### src/rtl/rx_pkg.sv
// Shared types and constants for the serial frame receiver.
// The RX_PARITY_EN build option is handled in receiver_unit.
package rx_pkg;

  typedef enum logic [2:0] {
    IDLE,
    START,
    DATA,
    PARITY,
    STOP,
    BREAK
  } rx_state_e;

  localparam logic START_BIT = 1'b0;
  localparam logic STOP_BIT  = 1'b1;
  localparam logic LINE_IDLE = 1'b1;

  // Offset from the start edge to the mid-bit sample point.
  function automatic int half_bit(input int clks_per_bit);
    return (clks_per_bit - 1) / 2;
  endfunction

endpackage

### src/rtl/rx_bit_timer.sv
// Bit timer: fires a sample strobe H cycles after the start edge,
// then every CLKS_PER_BIT cycles until the next clear.
module rx_bit_timer
  import rx_pkg::*;
#(
  parameter int CLKS_PER_BIT = 1
) (
  input  logic clk,
  input  logic arst,
  input  logic clear,
  output logic strobe
);

  localparam int H  = half_bit(CLKS_PER_BIT);
  localparam int CW = (CLKS_PER_BIT > 1) ? $clog2(CLKS_PER_BIT) : 1;
  localparam logic [CW-1:0] RELOAD = CW'(CLKS_PER_BIT - 1);
  // With H = 0 the start check happens on the start edge itself, so the
  // first strobe after clear is already the first data bit.
  localparam logic [CW-1:0] FIRST  = (H == 0) ? RELOAD : CW'(H - 1);

  logic [CW-1:0] cnt;

  assign strobe = (cnt == '0);

  always_ff @(posedge clk or negedge arst) begin
    if (!arst)       cnt <= '0;
    else if (clear)  cnt <= FIRST;
    else if (strobe) cnt <= RELOAD;
    else             cnt <= cnt - 1'b1;
  end

endmodule

### src/rtl/receiver_unit.sv
// Serial frame receiver: start detect, LSB-first data, stop check, held-valid output.
// Define RX_PARITY_EN to add an even-parity bit between data and stop.
module receiver_unit
  import rx_pkg::*;
#(
  parameter int DATA_WIDTH   = 8,
  parameter int CLKS_PER_BIT = 1
) (
  input  logic                  clk,
  input  logic                  arst,
  input  logic                  rx_in,
  input  logic                  read_ack,
  output logic [DATA_WIDTH-1:0] data_out,
  output logic                  output_ready,
  output logic                  frame_error,
  output logic                  parity_error,
  output logic                  overrun,
  output logic                  busy
);

  localparam int H  = half_bit(CLKS_PER_BIT);
  localparam int BW = $clog2(DATA_WIDTH + 1);
  localparam logic [BW-1:0] LAST = BW'(DATA_WIDTH - 1);

  rx_state_e             state, state_n;
  logic [BW-1:0]         bit_cnt;
  logic [DATA_WIDTH-1:0] shreg;
  logic                  strobe, clear, stop_smp, par_err, good;

  rx_bit_timer #(.CLKS_PER_BIT(CLKS_PER_BIT)) u_timer (
    .clk    (clk),
    .arst   (arst),
    .clear  (clear),
    .strobe (strobe)
  );

  always_ff @(posedge clk or negedge arst) begin
    if (!arst) state <= IDLE;
    else       state <= state_n;
  end

  always_comb begin
    state_n = state;
    clear   = 1'b0;
    case (state)
      IDLE: if (rx_in == START_BIT) begin
        clear   = 1'b1;
        state_n = (H == 0) ? DATA : START;
      end
      START: if (strobe) state_n = (rx_in == START_BIT) ? DATA : IDLE;
`ifdef RX_PARITY_EN
      DATA:   if (strobe && bit_cnt == LAST) state_n = PARITY;
      PARITY: if (strobe) state_n = STOP;
`else
      DATA:   if (strobe && bit_cnt == LAST) state_n = STOP;
`endif
      STOP:  if (strobe) state_n = (rx_in == STOP_BIT) ? IDLE : BREAK;
      // Hold off until the line returns high so a long low is not a new start.
      BREAK: if (rx_in == LINE_IDLE) state_n = IDLE;
      default: state_n = IDLE;
    endcase
  end

`ifdef RX_PARITY_EN
  logic par_bit;
  always_ff @(posedge clk or negedge arst) begin
    if (!arst)                         par_bit <= 1'b0;
    else if (state == PARITY && strobe) par_bit <= rx_in;
  end
  assign par_err = par_bit ^ (^shreg);
`else
  assign par_err = 1'b0;
`endif

  assign stop_smp = (state == STOP) && strobe;
  assign good     = stop_smp && (rx_in == STOP_BIT) && !par_err;

  always_ff @(posedge clk or negedge arst) begin
    if (!arst) begin
      bit_cnt      <= '0;
      shreg        <= '0;
      data_out     <= '0;
      output_ready <= 1'b0;
      frame_error  <= 1'b0;
      parity_error <= 1'b0;
      overrun      <= 1'b0;
      busy         <= 1'b0;
    end else begin
      busy         <= (state_n != IDLE);
      frame_error  <= stop_smp && (rx_in != STOP_BIT);
      parity_error <= stop_smp && par_err;

      if (clear)
        bit_cnt <= '0;
      else if (state == DATA && strobe && bit_cnt != LAST)
        bit_cnt <= bit_cnt + 1'b1;

      if (state == DATA && strobe)
        shreg <= {rx_in, shreg[DATA_WIDTH-1:1]};

      // A read_ack on the completing edge frees the slot for the new word.
      if (good) begin
        if (!output_ready || read_ack) begin
          data_out     <= shreg;
          output_ready <= 1'b1;
        end else begin
          overrun <= 1'b1;
        end
      end else if (read_ack) begin
        output_ready <= 1'b0;
      end

      if (read_ack && output_ready)
        overrun <= 1'b0;
    end
  end

endmodule

### config.mk
export PLATFORM = sky130hd
export DESIGN_NAME = receiver_unit
export DESIGN_NICKNAME = d
export VERILOG_FILES = /design/src/rtl/rx_pkg.sv /design/src/rtl/rx_bit_timer.sv /design/src/rtl/receiver_unit.sv
export SDC_FILE = /design/constraint.sdc
export NUM_CORES = 1
export LEC_CHECK = 0
export BUFFER_PORTS_ARGS = -buffer_cell sky130_fd_sc_hd__buf_4
export CORE_MARGIN = 1.5
export CORE_UTILIZATION = 31
export DETAILED_ROUTE_END_ITERATION = 12
export HOLD_SLACK_MARGIN = 0.02
export PLACE_DENSITY = 0.59
export SYNTH_ARGS = -nofsm -noshare
export SYNTH_HDL_FRONTEND = slang
export SYNTH_SLANG_ARGS = --single-unit
### constraint.sdc
create_clock -name clk -period 2.1 [get_ports clk]
set_input_delay 0.21 -clock clk [delete_from_list [all_inputs] [get_ports clk]]
set_output_delay 0.21 -clock clk [all_outputs]
set_load 0.01 [all_outputs]
# After elaboration in Yosys (flattened, before gate mapping)
# Index checks and enable logic that the tools add are counted.
dict set report totals {
  register_bits 28
  word_cells 58
  out_inout_bits 13
}
dict set report classes {
  n_bitwise 2
  mux 20
  eq_ne 8
  n_reduce_logical 17
  addsub 2
}
# op count
set op_table {}
lappend op_table {{3-bit 2-to-1 mux} 6}
lappend op_table {{3-bit case mux with 5 select lines} 1}
lappend op_table {{1-bit 2-to-1 mux} 10}
lappend op_table {{4-bit 2-to-1 mux} 2}
lappend op_table {{1-bit logical AND} 7}
lappend op_table {{3-bit == test, second input constant} 2}
lappend op_table {{2-bit AND reduction} 3}
lappend op_table {{2-bit nonzero test} 3}
lappend op_table {{4-bit by 1-bit adder with 4-bit output, second input constant} 1}
lappend op_table {{4-bit by 3-bit == test with 1-bit output, second input constant} 1}
lappend op_table {{2-bit by 1-bit inequality test with 1-bit output, second input constant} 2}
lappend op_table {{4-bit by 3-bit inequality test with 1-bit output, second input constant} 1}
lappend op_table {{3-bit by 1-bit == test with 1-bit output, second input constant} 1}
lappend op_table {{3-bit by 2-bit == test with 1-bit output, second input constant} 1}
lappend op_table {{3-bit zero test} 1}
lappend op_table {{3-bit nonzero test} 1}
lappend op_table {{2-bit 2-to-1 mux} 1}
lappend op_table {{1-bit NOT} 2}
lappend op_table {{1-bit zero test} 1}
lappend op_table {{1-bit logical OR} 1}
lappend op_table {{1-bit subtractor, second input constant} 1}

# Longest topological paths before layout
# Gate-level depths: netlist of the first run.
dict set report logic_depth {
  word_depth 5
  ltp_mapped 5
  ltp_nobuf 4
}

# Modules after synthesis
# Synthesis of the first run repeated with hierarchy kept, for this count alone.
dict set report hier_totals {
  hier_cells 113
  area_unflattened_um2 1223.7
}
# mod area_each_um2 instances cells_per_inst
set by_module_without_submodules {}
lappend by_module_without_submodules {receiver_unit 1212.4 1 111}
lappend by_module_without_submodules {rx_bit_timer 11.3 1 2}

# Worst setup path after synthesis of the first run
# Ideal clock, no wire load.
dict set report synth_path {
  path_type {register to register}
  from {register state[0]}
  to {register bit_cnt[3]}
  path_slack_ns 0.522
  period_less_slack_ns 1.578
  setup_ns 0.077
  path_stages_with_launch 5
  arrival_time_ns 1.500
  path_cell_list {dfrtp_1 or3b_1 clkbuf_2 or4_1 a21oi_1}
}
dict set report synth_via {
  elab_chain_len 4
  word_cells_on_any_way 7
}
# element line
set synth_lines {}
lappend synth_lines {{from (decl)} receiver_unit.sv:25} ;# rx_state_e state, state_n;
lappend synth_lines {{from (signal assigned)} receiver_unit.sv:39} ;# else state <= state_n;
lappend synth_lines {{3-bit by 2-bit == test with 1-bit output} receiver_unit.sv:95} ;# else if (state == DATA && strobe && bit_cnt != LAST)
lappend synth_lines {{1-bit logical AND (2 in a row)} receiver_unit.sv:95}
lappend synth_lines {{2-bit nonzero test (no line)} n/a}
lappend synth_lines {{to (signal assigned)} receiver_unit.sv:96} ;# bit_cnt <= bit_cnt + 1'b1;
lappend synth_lines {{to (decl)} receiver_unit.sv:26} ;# logic [BW-1:0] bit_cnt;
# Parallel ways exist; a longest one is shown, timed or not.
# A chain may end at the register's enable or synchronous reset.

# Worst setup path in the final report of the first run
# Ends and elaborated chain as after synthesis.

==> results of run 1 <==
## state kept, by name (all words and copies together), names as in the netlist
register	cells
frame_error	1
overrun	1
data_out	8
shreg	8
bit_cnt	4
busy	1
state	3
output_ready	1
## cell usage after synthesis (all sizes together)
| master | count | area share |
|---|---|---|
| a21oi | 5 | 0.023 |
| a311oi | 1 | 0.0081 |
| a31o | 1 | 0.0081 |
| and3b | 1 | 0.0081 |
| and4bb | 1 | 0.012 |
| buf | 1 | 0.0070 |
| clkbuf | 3 | 0.012 |
| conb | 1 | 0.0035 |
| dfrtp | 27 | 0.63 |
| ha | 1 | 0.012 |
| inv | 2 | 0.0070 |
| mux2 | 8 | 0.084 |
| nand2 | 26 | 0.090 |
| nand2b | 2 | 0.012 |
| nand3 | 2 | 0.0093 |
| nand3b | 1 | 0.0070 |
| nor2 | 2 | 0.0070 |
| nor3b | 1 | 0.0070 |
| nor4 | 1 | 0.0058 |
| o21ai | 5 | 0.023 |
| o32ai | 1 | 0.0081 |
| or3 | 1 | 0.0058 |
| or3b | 1 | 0.0081 |
| or4 | 1 | 0.0070 |
## stage by stage
stage | hold WS, ns | instance area [µm²]
after CTS | 0.03702 | 1291
final | 0.05043 | 1291
after detailed placement | 0.1423 | 1251
after global routing | 0.04081 | 1291
after global placement | 0.1362 | 1251
after floorplan | -0.08559 | 1079
## critical path, stage by stage (launching register included)
cell     delay (ns)
dfrtp_1        0.43
or3b_1         0.48
or4_1          0.53
a21oi_1        0.15
## cell families (layout without fill, tap and decap cells)
family,count (synthesis),after routing
AO/OA/AOI/OAI,13,13
adder cells (fa/ha/maj),1,1
buffers and inverters,6,25
flip-flops,27,27
multiplexers,8,8
other,1,1
AND/OR/NAND/NOR,40,40
## cell type report
class                           instances  area [µm²]  area share
Sequential cell                        27       675.6      0.5233
Multi-Input combinational cell         63       375.4      0.2907
Timing Repair Buffer                   19       145.1      0.1124
Tap cell                               46       57.56     0.04457
Clock buffer                            3       22.52     0.01744
Clock inverter                          1       7.507    0.005814
Inverter                                2       7.507    0.005814
## timing repair
item,4_1_cts,5_1_grt
setup endpoints to repair,0,0
hold buffers,1,0
endpoints found under the hold margin,27,0
## power by group through the flow
stage	registers [mW]	logic [mW]	clock network [mW]
final	0.821	0.555	0.224
after global routing	0.847	0.640	0.249
after floorplan	0.836	0.334	0
after detailed placement	0.834	0.563	0
after CTS	0.821	0.566	0.236
after global placement	0.822	0.548	0
## worst max path at each step
stage | slack [ns] | cells after the start | end | startpoint
2_1_floorplan | 0.52 | 4 | bit_cnt[3] | state[0]
3_5_place_dp | 0.47 | 3 | bit_cnt[3] | state[0]
6_report | 0.45 | 3 | bit_cnt[3] | state[0]
3_3_place_gp | 0.52 | 3 | bit_cnt[3] | state[0]
5_1_grt | 0.35 | 3 | bit_cnt[3] | state[1]
4_1_cts | 0.44 | 3 | bit_cnt[3] | state[1]
## per-layer routing
layer	track usage	part of all wire	routed length (µm)	up-vias
met5	0	0	0	-
met4	0.05471	0.025	44	0
met3	0.02070	0.045	80	4
met2	0.1503	0.46	818	16
met1	0.1356	0.47	838	346
li1	-	-	-	364
==> run metrics, run 1 <==
DRC Markers 0; Setup TNS 0 ns; syn_area_per_cell 11.23 µm²; Final nets between 100 and 150; maxcap violations 0; clk_skew approximately 0.0074 ns; non-filler instance count after layout between 150 and 200; PnR worst setup slack roughly 0.45 ns; wire per inst 11.06 µm; total CTS buffers 3; Finished Core Util 0.3870; post-DP HPWL between 1000 and 1500 µm; Synth Area in Simple Gates 0.1787; Pleak about 0.66 nW; clk_lat worst skew ~0.32 ns; die area slightly below 0.004 mm²; fraction of layout cells with a size suffix above 1 0.2783; initial antenna violation count 0; first-pass GRT wire length around 2800 µm; number of post-CTS setup repair buffers 0; most common cell after layout, fill and taps aside dfrtp_1; endpoints failing setup 0; Cell variety after synth 25; register share of total power 0.513; hold path depth 2; post-cts gate resize count 0; Pwr Density approximately 1200 mW/mm²; path depth of the worst reg2reg path 3; worst r2r src state[0]; antenna cell count 0; post-synth net total 101; RSZ-0062 raised after global routing false; Min-Delay Path Class in -> reg; Congestion Overflow GR 0; crit share post-route 0.7853; FF+latch count, synth 27; Critical Path Sink Type flop; Sink Count 27; largest net degree at the start of global routing 28; GP Congestion roughly 0.66; Tmin final between 1.5 and 2 ns; Worst Path Arrival approximately 1.9 ns; Gate Count Post-Synth 96; post-synthesis mux area share 0.08353; Pwr Total approximately 1.6 mW; status complete, no violations; Fmax between 600 and 700 MHz; Switch Pwr around 550 µW; Worst Path Max Fanout 7; Worst Path Required approximately 2.4 ns; CTS Root Cell clkbuf_4; Reg2Reg Capture Point bit_cnt[3]; H-tree depth reported by CTS 1; pre-CTS WS 0.4686 ns; Die Wd ~62 µm; synth warn 0; Sw Ratio 0.3445; CTS tree yes; Hold Crit Endpoint overrun; antenna viol nets, final 0; Initial DRC Count 40; Cell Int Power approximately 1.0 mW; row cnt 21; DR pass1 iterations 4; via count 730; register area share after synthesis 0.6265; Synth Area in Compound Gates 0.07077; CP Class reg -> reg; count of input and output buffers 15; Clk network pwr share 0.140; worst vdd ir approximately 0.00029 V; vias in the first global route roughly 640; # IOs 17; Total Routing Usage GR 0.1004; DR vias/cell ~4.5; number of fill cells between 300 and 400; commonest cells after routing, fill and taps aside dfrtp_1, nand2_1, buf_4, mux2_2; Initial Util 0.3232; Synth Area in Adders 0.01160; xor/xnor share of the synthesized area 0; Clock Path Buffers 2; Post-Place Cells ~160; Final Max Slew Viols 0; reg2reg setup slack 0.45 ns; routed wire length approximately 1800 µm; combinational fraction of design power 0.347; Core Box Area 0.003337 mm²; P&R area growth vs syn 19.72%; crit start category flop; largest family of logic cells by synthesized area simple AND/OR/NAND/NOR gates; final hold viol count 0; synthesized area 0.001079 mm²; HP Start read_ack; Worst-path clk slew roughly 0.14 ns; Die Y-Extent about 62 µm
Power figures use the tool's default switching activity.
==> run 2: changes to the inputs <==
--- a/config.mk
+++ b/config.mk
@@ -10,7 +10,7 @@
 export CORE_UTILIZATION = 31
 export DETAILED_ROUTE_END_ITERATION = 12
 export HOLD_SLACK_MARGIN = 0.02
-export PLACE_DENSITY = 0.59
+export PLACE_DENSITY = 0.61
 export SYNTH_ARGS = -nofsm -noshare
 export SYNTH_HDL_FRONTEND = slang
 export SYNTH_SLANG_ARGS = --single-unit
==> constraint.sdc (replaced) <==
create_clock -name clk -period 1.5 [get_ports clk]
set_input_delay 0.15 -clock clk [delete_from_list [all_inputs] [get_ports clk]]
set_output_delay 0.15 -clock clk [all_outputs]
set_load 0.01 [all_outputs]
==> run 2 against run 1 <==
  * Combinational power grew 66%
  * Worst hold slack better by 0.017 ns
  * Cell count grew 6.8%
  * Sequential cell count stayed put
  * Largest cell class unchanged
  * Clock power increased by 30%
  * Sequential share of layout area is 3.5 points lower
  * Critical path type unchanged
  * Routed wire length is 6.2% higher
  * Utilization grew 2.7 points
  * Final area rose by 7.1%
  * Global-route usage grew 1.6 points
==> run metrics, run 2 (synthesized netlist as in run 1, its figures left out) <==
Die Wd 61.99 µm (unchanged); Worst Path Required 1.75 ns (-0.61 ns); endpoints failing setup 0 (unchanged); crit share post-route 0.9933 (+0.2080); H-tree depth reported by CTS 1 (unchanged); clk_skew 0.008683 ns (+0.001315 ns); Total Routing Usage GR 0.1168 (+0.01637); DRC Markers 0 (unchanged); Worst path max stage delay 0.50 ns (-0.03 ns); P&R area growth vs syn 28.19%; final hold viol count 0 (unchanged); Core Box Area 0.003337 mm² (unchanged); WL met1 825 µm (-1.6%); antenna cell count 0 (unchanged); vias in the first global route 743 (+17%); Cell Int Power 1.575 mW (+50%); Tmin final 1.490 ns (-0.1592 ns); Die Y-Extent 61.99 µm (unchanged); crit start category flop; Worst Path Arrival 1.74 ns (-0.17 ns); Pleak 0.7167 nW (+8.0%); maxcap violations 0 (unchanged); RSZ-0062 raised after global routing true; antenna viol nets, final 0 (unchanged); register share of total power 0.484 (-0.029); Final nets 132 (+9.1%); CP Class reg -> reg; metal3 WL 46 µm (-43%); CP max stage cell or4_1; Congestion Overflow GR 0 (unchanged); largest net degree at the start of global routing 28 (unchanged); status complete, no violations; worst vdd ir 0.0004970 V (+69%); most common cell after layout, fill and taps aside buf_4; Sink Count 27 (unchanged); CP Cell Sequence ha_2, and3b_2, or4_1, a21oi_2; Fmax 671.1 MHz (+11%); CP delay by family, top simple AND/OR/NAND/NOR gates; Sw Ratio 0.3301 (-0.01437); clk_lat worst skew 0.31 ns (about the same); first-pass GRT wire length 3312 µm (+18%); via count 774 (+6.0%); Min-Delay Path Class in -> reg; count of input and output buffers 15 (unchanged); initial antenna violation count 0 (unchanged); Final Max Slew Viols 0 (unchanged); Pwr Total 2.351 mW (+47%); Pwr Density 1700 mW/mm² (+37%); fraction of layout cells with a size suffix above 1 0.3571 (+0.07888); # IOs 17 (unchanged); CTS Root Cell clkbuf_4; number of fill cells 327 (-1.8%); PnR worst setup slack 0.009996 ns (-0.4408 ns); reg2reg setup slack 0.01 ns (-0.44 ns); Clk network pwr share 0.124 (-0.016); combinational fraction of design power 0.392 (+0.045); Initial DRC Count 9 (-78%); Clock Path Buffers 2 (unchanged); Initial Util 0.3232 (unchanged); CTS tree yes; commonest cells after routing, fill and taps aside buf_4, dfrtp_1, nand2_1, mux2_2, a21oi_1; total CTS buffers 3 (unchanged); Buf+Inv Stages, Crit Path 0 (unchanged); die area 0.003842 mm² (unchanged); WL met2 992 µm (+21%); Worst Path Max Fanout 3 (-4); post-DP HPWL 1302 µm (+4.6%); Worst-path clk slew 0.13 ns (about the same); pre-CTS WS -0.004821 ns (-0.4735 ns); routed wire length 1892 µm (+6.2%); Largest regs data_out (8), shreg (8), bit_cnt (4); DR vias/cell 4.500 (-0.75%); row cnt 21 (unchanged); DR pass1 iterations 4 (unchanged); uppermost layer routed met4; GP Congestion 0.7100 (+8.1%); Switch Pwr 776.1 µW (+41%); Finished Core Util 0.4143 (+0.02737); Setup TNS 0 ns (unchanged); wire per inst 11.00 µm (-0.56%); Critical Path Sink Type flop
## run 2: metal layers
| layer | vias up | track usage |
|---|---|---|
| li1 | 382 | - |
| met1 | 377 | 0.1382 |
| met2 | 13 | 0.2054 |
| met3 | 2 | 0.01863 |
| met4 | 0 | 0.05471 |
| met5 | - | 0 |
## run 2: power by group through the flow
stage                     combinational [mW]  sequential [mW]  clock, mW
after global placement                 0.825             1.15          0
after floorplan                        0.468             1.17          0
after CTS                              0.896             1.14      0.313
after detailed placement               0.848             1.16          0
final                                  0.922             1.14      0.291
after global routing                    1.06             1.18      0.345
## run 2: repair_timing
item                                    CTS  global route
endpoints found under the setup margin    1             3
pin swaps                                 2             1
buffers inserted                          3             3
endpoints found under the hold margin    28             0
resized for setup                         2             4
hold buffers                              2             0
cloned                                    0             0
## run 2: worst paths after layout
check                      startpoint         end  cells past startpoint
min                             rx_in        busy                      2
max in group asynchronous        arst    shreg[4]                      2
max                        bit_cnt[1]  bit_cnt[3]                      4
min reg2reg                  shreg[0]    shreg[0]                      2
min in group asynchronous        arst    state[2]                      2
max reg2reg                bit_cnt[1]  bit_cnt[3]                      4
## run 2: area by class of cell
cell class / instances / area, µm² / area share
multi-input combinational: 63 / 385.4 / 0.2787
clock buffer: 4 / 26.28 / 0.01900
timing repair buffer: 30 / 230.2 / 0.1665
tap: 46 / 57.56 / 0.04163
sequential: 27 / 675.6 / 0.4887
inverter: 2 / 7.507 / 0.005430
## run 2: worst reg2reg max path: stages, from the launching register on
cell and delay [ns]:
dfrtp_1 0.42, ha_2 0.18, and3b_2 0.20, or4_1 0.50, a21oi_2 0.13
## run 2: per-stage QoR
step	instances	instance area [µm²]	hold WS, ns
floorplan	96	1079	-0.1456
global placement	160	1281	0.07401
detailed placement	160	1281	0.08122
CTS	169	1354	0.05020
global route	172	1383	0.04455
finish	172	1383	0.06744
